$ cat config.mk
export PLATFORM = sky130hd
export DESIGN_NAME = puzzle_stream_master_flat
export DESIGN_NICKNAME = d
export VERILOG_FILES = /design/src/rtl/puzzle_stream_master_if.sv /design/src/rtl/puzzle_stream_master.sv /design/src/flat_wrapper.sv
export SDC_FILE = /design/constraint.sdc
export NUM_CORES = 1
export LEC_CHECK = 0
export CAP_MARGIN = 30
export CORE_MARGIN = 2
export CORE_UTILIZATION = 60
export DETAILED_ROUTE_END_ITERATION = 8
export PLACE_DENSITY = 0.85
export SYNTH_ARGS = -nofsm -noshare
export SYNTH_HDL_FRONTEND = slang
export SYNTH_SLANG_ARGS = --single-unit
$ cat constraint.sdc
create_clock -name clk -period 4.5 [get_ports clk]
set_clock_uncertainty 0.15 [all_clocks]
set_input_delay 0.9 -clock clk [delete_from_list [all_inputs] [get_ports clk]]
set_output_delay 0.9 -clock clk [all_outputs]
set_load 0.01 [all_outputs]
$ cat src/rtl/puzzle_stream_master_if.sv
// Word-stream link between the puzzle host master and the solver top.
//   tx_valid / tx_data : master -> solver (solver valid_in / data_in)
//   rx_ready           : master -> solver (solver dma_ready)
//   rx_valid / rx_data : solver -> master (solver valid_out / data_out)
// Modports: master (host side), slave (solver side).
interface puzzle_stream_master_if #(
    parameter int unsigned DATA_W = 32
);
    logic              tx_valid;
    logic [DATA_W-1:0] tx_data;
    logic              rx_ready;
    logic              rx_valid;
    logic [DATA_W-1:0] rx_data;

    modport master (
        output tx_valid,
        output tx_data,
        output rx_ready,
        input  rx_valid,
        input  rx_data
    );

    modport slave (
        input  tx_valid,
        input  tx_data,
        input  rx_ready,
        output rx_valid,
        output rx_data
    );
endinterface

$ cat src/rtl/puzzle_stream_master.sv
// Host-side end of the solver word stream. Buffers a 9x9 puzzle, streams it
// cell by cell to the solver, waits a short gap, then collects the 81-word
// solution into a result buffer that the host reads back combinationally.
// Ports:
//   clk, reset_L        clock, asynchronous active-low reset
//   start               begin a transaction (accepted in IDLE or DONE)
//   ld_we/ld_addr/ld_digit  puzzle buffer write port (IDLE/DONE only)
//   rd_addr/rd_digit    result buffer read port (rd_digit combinational)
//   strm                stream interface (master modport)
//   busy, done          status; err_code: 0 ok, 1 timeout, 2 short, 3 malformed
//   unsolved            number of received words whose stored digit is 0
// Optional macro SUDOKU_CLUE_CHECK_EN: compares received digits against the
// clues and adds output clue_mismatch.
module puzzle_stream_master #(
    parameter int unsigned CELLS   = 81,
    parameter int unsigned GAP_CYC = 4,
    parameter int unsigned TIMEOUT = 4096
) (
    input  logic                          clk,
    input  logic                          reset_L,
    input  logic                          start,
    input  logic                          ld_we,
    input  logic [6:0]                    ld_addr,
    input  logic [3:0]                    ld_digit,
    input  logic [6:0]                    rd_addr,
    output logic [3:0]                    rd_digit,
    puzzle_stream_master_if.master        strm,
    output logic                          busy,
    output logic                          done,
    output logic [1:0]                    err_code,
    output logic [6:0]                    unsolved
`ifdef SUDOKU_CLUE_CHECK_EN
    ,
    output logic                          clue_mismatch
`endif
);

    localparam int unsigned AW = 7;
    localparam int unsigned DW = 32;
    localparam int unsigned GW = 4;
    localparam int unsigned TW = $clog2(TIMEOUT + 1);

    typedef enum logic [2:0] {
        S_IDLE,
        S_SEND,
        S_GAP,
        S_WAIT_RX,
        S_RECV,
        S_DONE
    } state_t;

    state_t         state_q, state_n;
    logic [AW-1:0]  idx_q, idx_n, idx_inc;
    logic [AW-1:0]  ridx_q, ridx_n;
    logic [GW-1:0]  gap_q, gap_n;
    logic [TW-1:0]  timer_q, timer_n, timer_inc;
    logic           tx_valid_q, tx_valid_n;
    logic [DW-1:0]  tx_data_q, tx_data_n;
    logic           rx_ready_q, rx_ready_n;
    logic           busy_q, busy_n;
    logic           done_q, done_n;
    logic [1:0]     err_q, err_n;
    logic [6:0]     unsolved_q, unsolved_n;
    logic [3:0]     puzzle_q [CELLS];
    logic [3:0]     result_q [CELLS];
    logic           res_clr, res_we;
    logic           cap_bad;
    logic [3:0]     cap_digit;
    logic           ld_ok;
`ifdef SUDOKU_CLUE_CHECK_EN
    logic           mism_q, mism_n;
`endif

    assign idx_inc   = idx_q + AW'(1);
    assign timer_inc = timer_q + TW'(1);

    // Received word sanitising: anything but {28'd0, 0..9} is stored as 0.
    assign cap_bad   = (strm.rx_data[DW-1:4] != '0) || (strm.rx_data[3:0] > 4'd9);
    assign cap_digit = cap_bad ? 4'd0 : strm.rx_data[3:0];

    assign ld_ok = ld_we && (ld_addr < AW'(CELLS)) &&
                   ((state_q == S_IDLE) || (state_q == S_DONE));

    // Next-state and registered-output logic.
    always_comb begin
        state_n    = state_q;
        idx_n      = idx_q;
        ridx_n     = ridx_q;
        gap_n      = gap_q;
        timer_n    = timer_q;
        tx_data_n  = '0;
        err_n      = err_q;
        unsolved_n = unsolved_q;
        res_clr    = 1'b0;
        res_we     = 1'b0;
`ifdef SUDOKU_CLUE_CHECK_EN
        mism_n     = mism_q;
`endif
        case (state_q)
            S_IDLE, S_DONE: begin
                if (start) begin
                    state_n    = S_SEND;
                    idx_n      = '0;
                    ridx_n     = '0;
                    tx_data_n  = {28'd0, puzzle_q[0]};
                    err_n      = 2'd0;
                    unsolved_n = '0;
                    res_clr    = 1'b1;
`ifdef SUDOKU_CLUE_CHECK_EN
                    mism_n     = 1'b0;
`endif
                end
            end
            S_SEND: begin
                if (idx_q == AW'(CELLS - 1)) begin
                    state_n = S_GAP;
                    gap_n   = '0;
                end else begin
                    idx_n     = idx_inc;
                    tx_data_n = {28'd0, puzzle_q[idx_inc]};
                end
            end
            S_GAP: begin
                if (gap_q == GW'(GAP_CYC - 1)) begin
                    state_n = S_WAIT_RX;
                    timer_n = '0;
                end else begin
                    gap_n = gap_q + GW'(1);
                end
            end
            S_WAIT_RX, S_RECV: begin
                if (strm.rx_valid) begin
                    res_we = 1'b1;
                    ridx_n = ridx_q + AW'(1);
                    if (cap_bad) begin
                        err_n = 2'd3;
                    end
                    if (cap_digit == 4'd0) begin
                        unsolved_n = unsolved_q + 7'd1;
                    end
`ifdef SUDOKU_CLUE_CHECK_EN
                    if ((cap_digit != 4'd0) && (puzzle_q[ridx_q] != 4'd0) &&
                        (cap_digit != puzzle_q[ridx_q])) begin
                        mism_n = 1'b1;
                    end
`endif
                    if (ridx_q == AW'(CELLS - 1)) begin
                        state_n = S_DONE;
                    end else begin
                        state_n = S_RECV;
                    end
                end else if (state_q == S_RECV) begin
                    err_n   = 2'd2;
                    state_n = S_DONE;
                end else begin
                    timer_n = timer_inc;
                    if (timer_inc == TW'(TIMEOUT)) begin
                        err_n   = 2'd1;
                        state_n = S_DONE;
                    end
                end
`ifdef SUDOKU_CLUE_CHECK_EN
                // A clue conflict outranks a short stream at completion.
                if ((state_n == S_DONE) && mism_n) begin
                    err_n = 2'd3;
                end
`endif
            end
            default: begin
                state_n = S_IDLE;
            end
        endcase

        tx_valid_n = (state_n == S_SEND);
        rx_ready_n = (state_n == S_WAIT_RX) || (state_n == S_RECV);
        busy_n     = (state_n == S_SEND) || (state_n == S_GAP) ||
                     (state_n == S_WAIT_RX) || (state_n == S_RECV);
        done_n     = (state_n == S_DONE);
    end

    // State, counters and output registers.
    always_ff @(posedge clk or negedge reset_L) begin
        if (!reset_L) begin
            state_q    <= S_IDLE;
            idx_q      <= '0;
            ridx_q     <= '0;
            gap_q      <= '0;
            timer_q    <= '0;
            tx_valid_q <= 1'b0;
            tx_data_q  <= '0;
            rx_ready_q <= 1'b0;
            busy_q     <= 1'b0;
            done_q     <= 1'b0;
            err_q      <= 2'd0;
            unsolved_q <= '0;
`ifdef SUDOKU_CLUE_CHECK_EN
            mism_q     <= 1'b0;
`endif
        end else begin
            state_q    <= state_n;
            idx_q      <= idx_n;
            ridx_q     <= ridx_n;
            gap_q      <= gap_n;
            timer_q    <= timer_n;
            tx_valid_q <= tx_valid_n;
            tx_data_q  <= tx_data_n;
            rx_ready_q <= rx_ready_n;
            busy_q     <= busy_n;
            done_q     <= done_n;
            err_q      <= err_n;
            unsolved_q <= unsolved_n;
`ifdef SUDOKU_CLUE_CHECK_EN
            mism_q     <= mism_n;
`endif
        end
    end

    // Puzzle buffer: host writes only while idle; out-of-range digits become blanks.
    always_ff @(posedge clk or negedge reset_L) begin
        if (!reset_L) begin
            for (int i = 0; i < int'(CELLS); i++) begin
                puzzle_q[i] <= 4'd0;
            end
        end else if (ld_ok) begin
            puzzle_q[ld_addr] <= (ld_digit > 4'd9) ? 4'd0 : ld_digit;
        end
    end

    // Result buffer: cleared when a transaction starts, filled in stream order.
    always_ff @(posedge clk or negedge reset_L) begin
        if (!reset_L) begin
            for (int i = 0; i < int'(CELLS); i++) begin
                result_q[i] <= 4'd0;
            end
        end else if (res_clr) begin
            for (int i = 0; i < int'(CELLS); i++) begin
                result_q[i] <= 4'd0;
            end
        end else if (res_we) begin
            result_q[ridx_q] <= cap_digit;
        end
    end

    assign rd_digit      = (rd_addr < AW'(CELLS)) ? result_q[rd_addr] : 4'd0;
    assign strm.tx_valid = tx_valid_q;
    assign strm.tx_data  = tx_data_q;
    assign strm.rx_ready = rx_ready_q;
    assign busy          = busy_q;
    assign done          = done_q;
    assign err_code      = err_q;
    assign unsolved      = unsolved_q;
`ifdef SUDOKU_CLUE_CHECK_EN
    assign clue_mismatch = mism_q;
`endif

endmodule

$ cat src/flat_wrapper.sv
// flat-port wrapper written by rule: the top's interface ports become plain ports
module puzzle_stream_master_flat 
#(
    parameter int unsigned CELLS   = 81,
    parameter int unsigned GAP_CYC = 4,
    parameter int unsigned TIMEOUT = 4096
)
  (clk, reset_L, start, ld_we, ld_addr, ld_digit, rd_addr, rd_digit, busy, done, err_code, unsolved, strm_tx_valid, strm_tx_data, strm_rx_ready, strm_rx_valid, strm_rx_data);
  puzzle_stream_master_if strm_i ();
  input  logic clk;
  input  logic reset_L;
  input  logic start;
  input  logic ld_we;
  input  logic [6:0] ld_addr;
  input  logic [3:0] ld_digit;
  input  logic [6:0] rd_addr;
  output logic [3:0] rd_digit;
  output logic busy;
  output logic done;
  output logic [1:0] err_code;
  output logic [6:0] unsolved;
  output wire logic [$bits(strm_i.tx_valid)-1:0] strm_tx_valid;
  output wire logic [$bits(strm_i.tx_data)-1:0] strm_tx_data;
  output wire logic [$bits(strm_i.rx_ready)-1:0] strm_rx_ready;
  input wire logic [$bits(strm_i.rx_valid)-1:0] strm_rx_valid;
  input wire logic [$bits(strm_i.rx_data)-1:0] strm_rx_data;
  assign strm_tx_valid = strm_i.tx_valid;
  assign strm_tx_data = strm_i.tx_data;
  assign strm_rx_ready = strm_i.rx_ready;
  assign strm_i.rx_valid = strm_rx_valid;
  assign strm_i.rx_data = strm_rx_data;
  puzzle_stream_master #(.CELLS(CELLS), .GAP_CYC(GAP_CYC), .TIMEOUT(TIMEOUT)) u_core (.clk(clk), .reset_L(reset_L), .start(start), .ld_we(ld_we), .ld_addr(ld_addr), .ld_digit(ld_digit), .rd_addr(rd_addr), .rd_digit(rd_digit), .strm(strm_i), .busy(busy), .done(done), .err_code(err_code), .unsolved(unsolved));
endmodule
== Yosys cells after proc, flatten, opt, wreduce, memory -nomap -nowiden ==
Cells that the tools add are included.
Operators by class
  add/subtract/negate cells: 5
  multipliers: 0
  div/mod/pow operators: 0
  $lt $le $gt $ge: 10
  equality and inequality tests: 25
  shift-type cells: 0
  mux-type cells: 53
  bitwise operators: 4
  reductions and logical operators: 26
Operator list (number)
  $bwmux 324: 2
  $mux 324: 2
  $pmux 32 s2: 1
  $bmux 4 s7: 2
  $demux 4 s7: 2
  $mux 4: 13
  $pmux 7 s2: 3
  $mux 13: 3
  $mux 7: 5
  $ge 8x8->1 const B: 4
  $not 7->8: 4
  $reduce_bool 28->1: 1
  $pmux 13 s2: 1
  $add 7x1->7 const B: 3
  $mux 3: 6
  $lt 8x1->1 const B: 2
  $eq 7x7->1 const B: 2
  $lt 7x7->1 const B: 2
  $add 13x1->13 const B: 1
  $eq 13x13->1 const B: 1
  $eq 3x2->1 const B: 4
  $eq 3x3->1 const B: 4
  $ne 2x2->1 const B: 6
  $pmux 3 s4: 1
  other kinds (19): 48
Storage, ports and cells
  register bits: 727
  latch bits: 0
  RAM bits: 0
  bits in read-only memories: 0
  input bits: 55
  output and inout port bits: 49
  memories kept: 0

== Logic depth before layout (Yosys ltp) ==
  depth in word-level cells: 10
  mapped depth: 12
  depth with buffers taken out: 8

== Worst setup path before layout ==
OpenSTA, ideal clock, no wires.
  kind: input to output
  from: input rd_addr[0]
  to: output rd_digit[2]
  arrival time: 2640 ps
  setup slack: 810 ps
  stages on the path: 6
  path buffers: 2
  cells stage by stage: buf_4 > buf_2 > mux4_2 > mux4_2 > a22oi_1 > o32ai_1
On the way
  longest elaborated chain between the ends: 5
  elaborated cells on any way between the ends: 6
Ends and longest elaborated chain
  from (decl): RTL line flat_wrapper.sv:16  | input logic [6:0] rd_addr;
  $not 7->8 (not written as such): RTL line puzzle_stream_master.sv:244  | assign rd_digit = (rd_addr < AW'(CELLS)) ? result_q[rd_addr] : 4'd0;
  $bmux 4 s7: RTL line puzzle_stream_master.sv:244
  $mux 4 (not written as such) (2 in series): RTL line puzzle_stream_master.sv:244
  $mux 4 (*): RTL line puzzle_stream_master.sv:244
  to (decl): RTL line flat_wrapper.sv:17  | output logic [3:0] rd_digit;
Every way passes the cells marked *; elsewhere a longest branch is shown, timed or not. The select of a mux whose other input is x is not followed.

== Worst setup path after layout ==
  from: input rd_addr[0]
  to: output rd_digit[0]
Same word-level chain as after synthesis.

==> flow_summary.ini <==
[synth]
syn-instance-count = 2722
synth_compound_area_share_pct = 8.575
synthSimpleGateAreaFrac_pct = 11.16
ys_top_cells_by_area = dfrtp_1 (52%), mux4_2 (11%), mux2_2 (9.0%), o21ai_0 (5.2%), nand3_1 (5.1%)
synth_cell_type_count = 84
ys_seq_elements = 699
synth_top_family_by_area = multiplexers
synth_top_area_cell = dfrtp_1
synth.most_common_cell = dfrtp_1
synthMuxAreaShare_pct = 23.89
synth_top_area_share_pct = 52.35
yosys.area_share.adder_pct = 0.2621
synth_edf_count = 0
netlist_top_cells_count = dfrtp_1 (699), o21ai_0 (344), nand3_1 (342), mux2_2 (267), nand2_1 (184)
ys_async_sr_fraction_pct = 100.0
ys.flop_type = dfrtp_1
syn_area_sq_mm = 0.03341
synthXorXnorAreaFrac_pct = 0.4756
syn_area_per_cell_sq_um = 12.27
yosysSeqAreaShare_pct = 52.35
yosysWarnings = 0

[worst_setup_path]
cp.arrival_ns = 3.40
critical_path_buf_inv_count = 4
crit_chain = buf_4 > buf_12 > mux4_2 > mux4_2 > a22oi_1 > o32ai_1 > buf_4 > clkdlybuf4s50_1
required_ns = 3.45
crit_path_start_kind = input port
cp_slowest_stage_delay_ns = 0.57
endpoint_kind = output port
worstPathMaxFanout = 16
worstSetupPathType = in -> out
crit_slowest_cell = mux4_2
path_delay_family = buffers and inverters

[floorplan]
chipWidth_um = 240.0
rows = 86
start_util_pct = 60.65
design.die.area_sq_mm = 0.05759
dieHeight_um = 240.0
io_pins = 104
coreArea_sq_mm = 0.05509

[sta]
setup_tns_ns = 0
setup_slack_ns = 0.05441
rsz0062_at_grt = yes
setup_viol = 0
maxSlewViolCount = 0
worst_pin_slew_ns = 1.063
hold_viol_final = 0
min_period_ns = 4.446
max_freq_mhz = 224.9
fin_crit_sh_pct = 98.79
relSlewSlack_pct = 28.75

[cts]
clock_sinks = 699
htreeDepth = 3
post_cts_buffers = 0
cts_buffer_depth = 3
cts_made_buffers = 72
cts_tree = done
clk_latency_ns = 0.61
clk_pin_slew_ns = 0.06
root_buffer = clkbuf_16

[cells_and_area]
final_cells = 3562
final_net_count = 2824
num_antenna_cells = 0
areaGrowthSynthToFinish_pct = 12.54
fin_util_pct = 68.25
drive_gt1_share_pct = 25.91
fillCellCount = 3551

[global_routing]
grt_pass1_wl_mm = 138.1
grt-ovfl-total = 0
grt_max_degree = 116
grt_pass1_vias = 24717
track_usage_pct = 30.82
antenna_found_initial = 1

[job]
maxCapViolCount = 0

[routing]
drcViolationCount = 0
vias = 24122
first_iter_violations = 3053
ant_nets = 0
wire_per_inst_um = 24.54
vias_per_cell = 6.772
routed_wl_mm = 87.41
firstDrtPassIters = 6

[power_and_ir_drop]
finalPower_mw = 13.12
leakagePower_nw = 16.84
p_per_area_mw_per_mm2 = 349.0
peakVddDrop_mv = 0.3524

[min_path]
hold_path.class = in -> async

[placement]
pre_cts_ws_ns = -0.01385
routabilityCongestion = 0.9413
placed_cells = 3433
hpwl_mm = 53.96
port_buffers = 75

[status]
status = finished clean
## state kept, by name, summed over array words and instances (netlist names)
register,flops
u_core.busy,1
u_core.done,1
u_core.err_code,2
u_core.gap_q,4
u_core.idx_q,7
u_core.puzzle_q,324
u_core.result_q,324
u_core.ridx_q,7
u_core.state_q,3
u_core.strm.rx_ready,1
u_core.strm.tx_data,4
u_core.strm.tx_valid,1
u_core.timer_q,13
u_core.unsolved,7
## where the power goes
part,switching [mW],internal [mW]
registers,0.00486,6.29
logic,0.305,0.145
clock network,2.55,3.83
## layout by cell type, fill, tap and decap left out, drive strengths merged, types with 15 or more instances in the layout
cell type	instances
nand2	200
dfrtp	699
inv	19
nor4	15
buf	80
mux4	168
clkbuf	107
nor3	23
clkdlybuf4s50	72
o21ai	376
nand3	343
conb	28
a21oi	33
mux2i	40
nor2	54
mux2	328
a211oi	17
and2	18
## what timing repair did
action,CTS,global route
setup endpoints to repair,0,4
resized for setup,0,5
hold buffers,0,0
## routing by layer
| metal | vias to the layer above | routed length [um] | GRT usage, % |
|---|---|---|---|
| met2 | 1427 | 42210 | 50.05 |
| li1 | 10145 | - | - |
| met5 | - | 14 | 0 |
| met4 | 2 | 4243 | 14.66 |
| met3 | 315 | 7585 | 5.924 |
| met1 | 12233 | 33350 | 40.37 |
## through the flow
step                      hold WS [ns]  instance area (sq um)
after global routing            0.3115                  37600
after detailed placement        0.3267                  35030
after global placement          0.3174                  35020
after floorplan                 0.3024                  33510
after CTS                       0.2808                  37530
final                           0.2176                  37600
## worst reg2reg max path: cells and delay by family (launching register included)
kind                       cells  cell delay, ns
buffers and inverters          1            0.28
adders and majority gates      1            0.38
xor gates and xnor gates       1            0.64
AOI/OAI and AO/OA              2            0.54
muxes                          2            0.61
and+or+nand+nor                1            0.07
DFF                            1            0.50
## kinds of logic after synthesis
family                   count (synthesis)
XOR/XNOR                                16
buffers and inverters                  232
other                                    1
AO/OA/AOI/OAI                          508
adder cells (fa/ha/maj)                  7
multiplexers                           536
flip-flops                             699
AND/OR/NAND/NOR                        723
## area by class of cell
type | instances | area, sq um | share of cell area (%)
Clock inverter | 21 | 351.6 | 0.9350
Sequential cell | 699 | 17500 | 46.53
Timing Repair Buffer | 154 | 1594 | 4.239
Inverter | 17 | 63.81 | 0.1697
Clock buffer | 105 | 2150 | 5.717
Multi-Input combinational cell | 1818 | 15010 | 39.92
Tap cell | 748 | 935.9 | 2.489
## worst paths after layout
kind                                          start                      to  slack, ns  cells past startpoint
worst max-delay path                     rd_addr[0]             rd_digit[0]       0.05                      8
worst min-delay path                        reset_L      u_core.unsolved[6]       0.22                      1
worst max register to register      u_core.idx_q[0]  u_core.strm.tx_data[1]       1.18                      8
worst min register to register  u_core.puzzle_q[53]     u_core.puzzle_q[53]       0.34                      1
max in group asynchronous                   reset_L    u_core.puzzle_q[203]       2.86                      2
min in group clk                u_core.puzzle_q[53]     u_core.puzzle_q[53]       0.34                      1
Power figures use the tool's default switching activity.
